$ cat config.mk
export PLATFORM = sky130hd
export DESIGN_NAME = adder_sum_accumulator
export DESIGN_NICKNAME = d
export VERILOG_FILES = /design/src/rtl/adder_acc_pkg.sv /design/src/rtl/acc_block_counter.sv /design/src/rtl/adder_sum_accumulator.sv
export SDC_FILE = /design/constraint.sdc
export NUM_CORES = 1
export LEC_CHECK = 0
export CORE_UTILIZATION = 46
export DETAILED_ROUTE_END_ITERATION = 10
export GPL_TIMING_DRIVEN = 0
export PLACE_DENSITY = 0.79
export SKIP_CTS_REPAIR_TIMING = 1
export SYNTH_ARGS = -nofsm -noshare
export SYNTH_HDL_FRONTEND = slang
export SYNTH_SLANG_ARGS = --single-unit
$ cat constraint.sdc
create_clock -name clk -period 1.8 [get_ports clk]
set_input_delay 0.36 -clock clk [delete_from_list [all_inputs] [get_ports clk]]
set_output_delay 0.36 -clock clk [all_outputs]
set_load 0.05 [all_outputs]
$ cat src/rtl/adder_acc_pkg.sv
// -----------------------------------------------------------------------------
// adder_acc_pkg
// Shared types and sizing for the adder sum accumulator.
//   acc_state_e : accumulator FSM states (ACCUM collects sums, HOLD presents).
//   SUM_W_DEF   : default width of one incoming adder sum.
//   ACC_W_DEF   : default accumulator / result width.
//   cnt_w()     : width of the per-block sample counter for a given COUNT.
// -----------------------------------------------------------------------------
package adder_acc_pkg;

   typedef enum logic {
      ACCUM = 1'b0,
      HOLD  = 1'b1
   } acc_state_e;

   localparam int unsigned SUM_W_DEF = 5;
   localparam int unsigned ACC_W_DEF = 12;

   // Enough bits to hold the values 0..COUNT; never narrower than one bit.
   function automatic int unsigned cnt_w(input int unsigned count);
      return (count < 2) ? 1 : $clog2(count + 1);
   endfunction

endpackage

$ cat src/rtl/acc_block_counter.sv
// -----------------------------------------------------------------------------
// acc_block_counter
// Counts accepted sums within one block and flags the final one.
// Ports:
//   i_clk   : clock, rising edge
//   i_rst   : synchronous active-high reset
//   i_clear : synchronous clear (block abort)
//   i_inc   : one sum accepted this cycle
//   o_cnt   : sums accepted so far in the current block
//   o_last  : o_cnt == COUNT-1, i.e. the next accept completes the block
// -----------------------------------------------------------------------------
module acc_block_counter
   import adder_acc_pkg::*;
#(
   parameter int unsigned COUNT = 8
) (
   input  logic                      i_clk,
   input  logic                      i_rst,
   input  logic                      i_clear,
   input  logic                      i_inc,
   output logic [cnt_w(COUNT)-1:0]   o_cnt,
   output logic                      o_last
);

   localparam int unsigned      CNT_W    = cnt_w(COUNT);
   localparam logic [CNT_W-1:0] LAST_VAL = CNT_W'(COUNT - 1);

   logic [CNT_W-1:0] r_cnt;

   assign o_last = (r_cnt == LAST_VAL);
   assign o_cnt  = r_cnt;

   always_ff @(posedge i_clk) begin
      if (i_rst || i_clear) begin
         r_cnt <= '0;
      end else if (i_inc) begin
         // Wrap on the block-completing accept so the count reads 0 during HOLD.
         r_cnt <= o_last ? '0 : r_cnt + 1'b1;
      end
   end

endmodule

$ cat src/rtl/adder_sum_accumulator.sv
// -----------------------------------------------------------------------------
// adder_sum_accumulator
// Accumulates COUNT consecutive adder sums into an ACC_W-bit total and presents
// the total with a sticky overflow flag on a valid/ready handshake.
// Ports:
//   clk          : clock, rising edge
//   rst          : synchronous active-high reset (priority over flush)
//   flush        : abort the current block, partial sum discarded (ACCUM only)
//   in_valid     : in_sum valid
//   in_ready     : block can accept in_sum (combinational from state and flush)
//   in_sum       : unsigned sum from the adder
//   out_valid    : out_total/out_overflow valid (registered, high in HOLD)
//   out_ready    : sink accepts the result
//   out_total    : block total modulo 2^ACC_W, held until the next block ends
//   out_overflow : a carry out of ACC_W occurred during the block
//   sample_cnt   : sums accepted so far in the current block
// -----------------------------------------------------------------------------
module adder_sum_accumulator
   import adder_acc_pkg::*;
#(
   parameter int unsigned SUM_W = SUM_W_DEF,
   parameter int unsigned ACC_W = ACC_W_DEF,
   parameter int unsigned COUNT = 8
) (
   input  logic                      clk,
   input  logic                      rst,
   input  logic                      flush,
   input  logic                      in_valid,
   output logic                      in_ready,
   input  logic [SUM_W-1:0]          in_sum,
   output logic                      out_valid,
   input  logic                      out_ready,
   output logic [ACC_W-1:0]          out_total,
   output logic                      out_overflow,
   output logic [cnt_w(COUNT)-1:0]   sample_cnt
);

   localparam int unsigned CNT_W = cnt_w(COUNT);

   acc_state_e       r_state;
   acc_state_e       w_state_next;
   logic [ACC_W-1:0] r_acc;
   logic             r_ovf;
   logic [ACC_W-1:0] r_total;
   logic             r_total_ovf;

   logic             w_accept;
   logic             w_clear;
   logic             w_last;
   logic             w_carry;
   logic [ACC_W:0]   w_sum;
   logic [CNT_W-1:0] w_cnt;

   assign in_ready = (r_state == ACCUM) && !flush;
   assign w_accept = in_valid && in_ready;
   // flush is only honoured while collecting; in HOLD the result must drain.
   assign w_clear  = (r_state == ACCUM) && flush;

   // One extra bit captures the carry out of the ACC_W-bit add.
   assign w_sum   = {1'b0, r_acc} + {{(ACC_W + 1 - SUM_W){1'b0}}, in_sum};
   assign w_carry = w_sum[ACC_W];

   acc_block_counter #(
      .COUNT (COUNT)
   ) u_counter (
      .i_clk   (clk),
      .i_rst   (rst),
      .i_clear (w_clear),
      .i_inc   (w_accept),
      .o_cnt   (w_cnt),
      .o_last  (w_last)
   );

   always_comb begin
      w_state_next = r_state;
      case (r_state)
         ACCUM:   if (w_accept && w_last) w_state_next = HOLD;
         HOLD:    if (out_ready) w_state_next = ACCUM;
         default: w_state_next = ACCUM;
      endcase
   end

   always_ff @(posedge clk) begin
      if (rst) begin
         r_state     <= ACCUM;
         r_acc       <= '0;
         r_ovf       <= 1'b0;
         r_total     <= '0;
         r_total_ovf <= 1'b0;
      end else begin
         r_state <= w_state_next;
         if (w_clear) begin
            r_acc <= '0;
            r_ovf <= 1'b0;
         end else if (w_accept) begin
            if (w_last) begin
               r_total     <= w_sum[ACC_W-1:0];
               r_total_ovf <= r_ovf | w_carry;
               r_acc       <= '0;
               r_ovf       <= 1'b0;
            end else begin
               r_acc <= w_sum[ACC_W-1:0];
               r_ovf <= r_ovf | w_carry;
            end
         end
      end
   end

   assign out_valid    = (r_state == HOLD);
   assign out_total    = r_total;
   assign out_overflow = r_total_ovf;
   assign sample_cnt   = w_cnt;

endmodule

==> results.sh <==
export IMPL_grt_pass1_vias=1295
export IMPL_synthMuxAreaShare=0.006563
export IMPL_area_growth_pct=43.23
export IMPL_htree_levels=2
export IMPL_synth_top_area_share=0.4069
export IMPL_synth_nets=186
export IMPL_setup_viol=10
export IMPL_endpoint_kind="register"
export IMPL_hpwlAfterDp_um=2643
export IMPL_p_per_area_nw_per_um2=572.0
export IMPL_outcome="finished, violations left"
export IMPL_seq_area_frac_synth=0.4069
export IMPL_violations="negative setup slack"
export IMPL_worst_endpoint_required_ns=2.02
export IMPL_grt_max_degree=11
export IMPL_synthesis_area_um2=1525
export IMPL_coreArea_um2=3103
export IMPL_crit_chain="ha_4 -> inv_2 -> fa_2 -> and2b_2 -> o21a_1 -> or3_4 -> a32o_1"
export IMPL_cpMaxStageDelayCell="or3_4"
export IMPL_dieArea_um2=3550
export IMPL_yosysWarnings=0
export IMPL_syn_inst=169
export IMPL_num_rows=20
export IMPL_skew_ns=0.01006
export IMPL_ioPinCount=29
export IMPL_yosysTopAreaCell="dfxtp_1"
export IMPL_hold_viol_final=0
export IMPL_crit_arrival_ns=2.17
export IMPL_clk_pin_slew_worst_paths_ns=0.09
export IMPL_start_util=0.4915
export IMPL_max_cap_violations=0
export IMPL_holdCritPathClass="reg2reg"
export IMPL_antenna_found_initial=0
export IMPL_grt_setup_unrepaired="true"
export IMPL_path_class="reg2reg"
export IMPL_numClockSinks=31
export IMPL_syn_avg_cell_area_um2=9.025
export IMPL_clockRootBuffer="clkbuf_4"
export IMPL_drive_above_1_share=0.2465
export IMPL_grt_use_total=0.2208
export IMPL_portBuffers=28
export IMPL_synth_async_sr_flop_share=0
export IMPL_irDropWorstVdd_mv=0.3400
export IMPL_final_cell_mix="dfxtp_1 (29), dlymetal6s2s_1 (23), nor2_1 (18), nand2_1 (15), a21oi_1 (13)"
export IMPL_synth_seq_cells=31
export IMPL_power_total_mw=1.250
export IMPL_synth_ff_type="dfxtp_1"
export IMPL_diodes=0
export IMPL_firstDrtPassIters=4
export IMPL_synth_adder_area_share=0.06235
export IMPL_grt_pass1_wl_um=5664
export IMPL_min_period_over_period=1.086
export IMPL_clock_latency_ns=0.33
export IMPL_gp_congestion=0.8727
export IMPL_fill_cells=256
export IMPL_clockBufferDepth=2
export IMPL_drt_iter0_markers=61
export IMPL_final_common_cell="dfxtp_1"
export IMPL_synth_compound_area_frac=0.2281
export IMPL_drc_errors=0
export IMPL_nNetsFinal=232
export IMPL_ant_nets=0
export IMPL_tightest_slew_ns=0.5159
export IMPL_synth_xor_area_frac=0.06317
export IMPL_dieHeight_um=59.58
export IMPL_synth_top_family_by_area="compound AO/OA/AOI/OAI gates"
export IMPL_slew_viol_final=0
export IMPL_relSlewSlack=0.6555
export IMPL_layout_setup_ws_ns=-0.1544
export IMPL_drt_wirelength_per_cell_um=14.67
export IMPL_cts_made_buffers=5
export IMPL_p_leak_nw=1.100
export IMPL_synth_edf_count=0
export IMPL_fmax_mhz=511.7
export IMPL_cts_tree="yes"
export IMPL_critPathLaunchType="register"
export IMPL_synth_area_leaders="dfxtp_1 (41%), a21oi_1 (4.9%), ha_1 (4.9%)"
export IMPL_layout_min_cycle_time_ns=1.954
export IMPL_die_w_um=59.58
export IMPL_setup_tns_ns=-0.9641
export IMPL_slowest_delay_ns=0.37
export IMPL_overflow=0
export IMPL_critPathMaxFanout=2
export IMPL_via_per_inst=5.371
export IMPL_yosysUniqueCellTypes=46
export IMPL_synthSimpleGateAreaFrac=0.2018
export IMPL_via_count=1391
export IMPL_wirelength_um=3800
[sequential cells by signal, summed over array words and instances (netlist names)]
signal,cells
out_total,12
r_ovf,1
out_valid,1
r_acc,12
out_overflow,1
u_counter.o_cnt,4
[cell families after synthesis]
| family | count (synthesis) |
|---|---|
| adders and majority gates | 7 |
| xor gates and xnor gates | 11 |
| DFF | 31 |
| buffers and inverters | 11 |
| muxes | 1 |
| AOI/OAI and AO/OA | 46 |
| and+or+nand+nor | 62 |
[synthesized netlist by cell type, drive strengths merged (2+ instances only)]
master / instances
a211oi: 7
a21boi: 3
a21oi: 16
a22oi: 2
a31oi: 3
a41oi: 2
and3: 3
buf: 4
dfxtp: 31
ha: 6
inv: 6
nand2: 17
nand2b: 5
nand3: 5
nor2: 20
nor3: 5
o211ai: 2
o21ai: 3
or3: 2
xnor2: 5
xor2: 6
[power breakdown]
group	internal (mW)	leakage (nW)	switching, mW
clock network	0.181	0.0341	0.225
logic	0.0704	0.815	0.0807
registers	0.689	0.251	0.00419
total	0.940	1.10	0.310
[metrics by stage]
| step | hold slack [ns] | setup slack (ns) | utilization | instance area (um2) | instances |
|---|---|---|---|---|---|
| after floorplan | 0.4328 | -0.01447 | - | 1556 | 169 |
| after CTS | 0.4672 | -0.4215 | 0.6278 | 1948 | 248 |
| after global routing | 0.4823 | -0.2531 | 0.7040 | 2185 | 259 |
| final | 0.4597 | -0.1544 | 0.7040 | 2185 | 259 |
| after global placement | 0.4401 | -0.6605 | 0.6097 | 1892 | 241 |
| after detailed placement | 0.4548 | -0.7166 | 0.6097 | 1892 | 241 |
[critical path: cells and delay by family (launching register included)]
family                     cells  cell delay [ns]
adders and majority gates      2             0.37
buffers and inverters          1             0.06
AOI/OAI and AO/OA              2             0.45
and+or+nand+nor                2             0.62
DFF                            1             0.35
[routing by layer]
layer / wire, um / global-route usage / part of all wire / vias to the layer above
met5: 0 / 0 / 0 / -
met4: 107 / 0.09635 / 0.028 / 0
met3: 218 / 0.06114 / 0.057 / 14
met2: 1863 / 0.3692 / 0.49 / 52
met1: 1610 / 0.2642 / 0.42 / 633
li1: - / - / - / 692
[cell type report]
cell class                 count  area, um2  area share
multi-input combinational    127      985.9      0.4513
sequential                    31      623.1      0.2852
timing repair buffer          39      415.4      0.1901
tap                           44      55.05     0.02520
clock buffer                   6      51.30     0.02348
buffer                         5      26.28     0.01203
inverter                       6      22.52     0.01031
clock inverter                 1      5.005    0.002291
[final timing paths]
kind | from | to | slack, ns | depth (start not counted)
worst max-delay path | r_acc[0] | r_acc[4] | -0.15 | 7
worst min-delay path | out_total[0] | out_total[0] | 0.46 | 2
worst max register to register | r_acc[0] | r_acc[4] | -0.15 | 7
worst min register to register | out_total[0] | out_total[0] | 0.46 | 2
(Power assumes the default switching activity.)
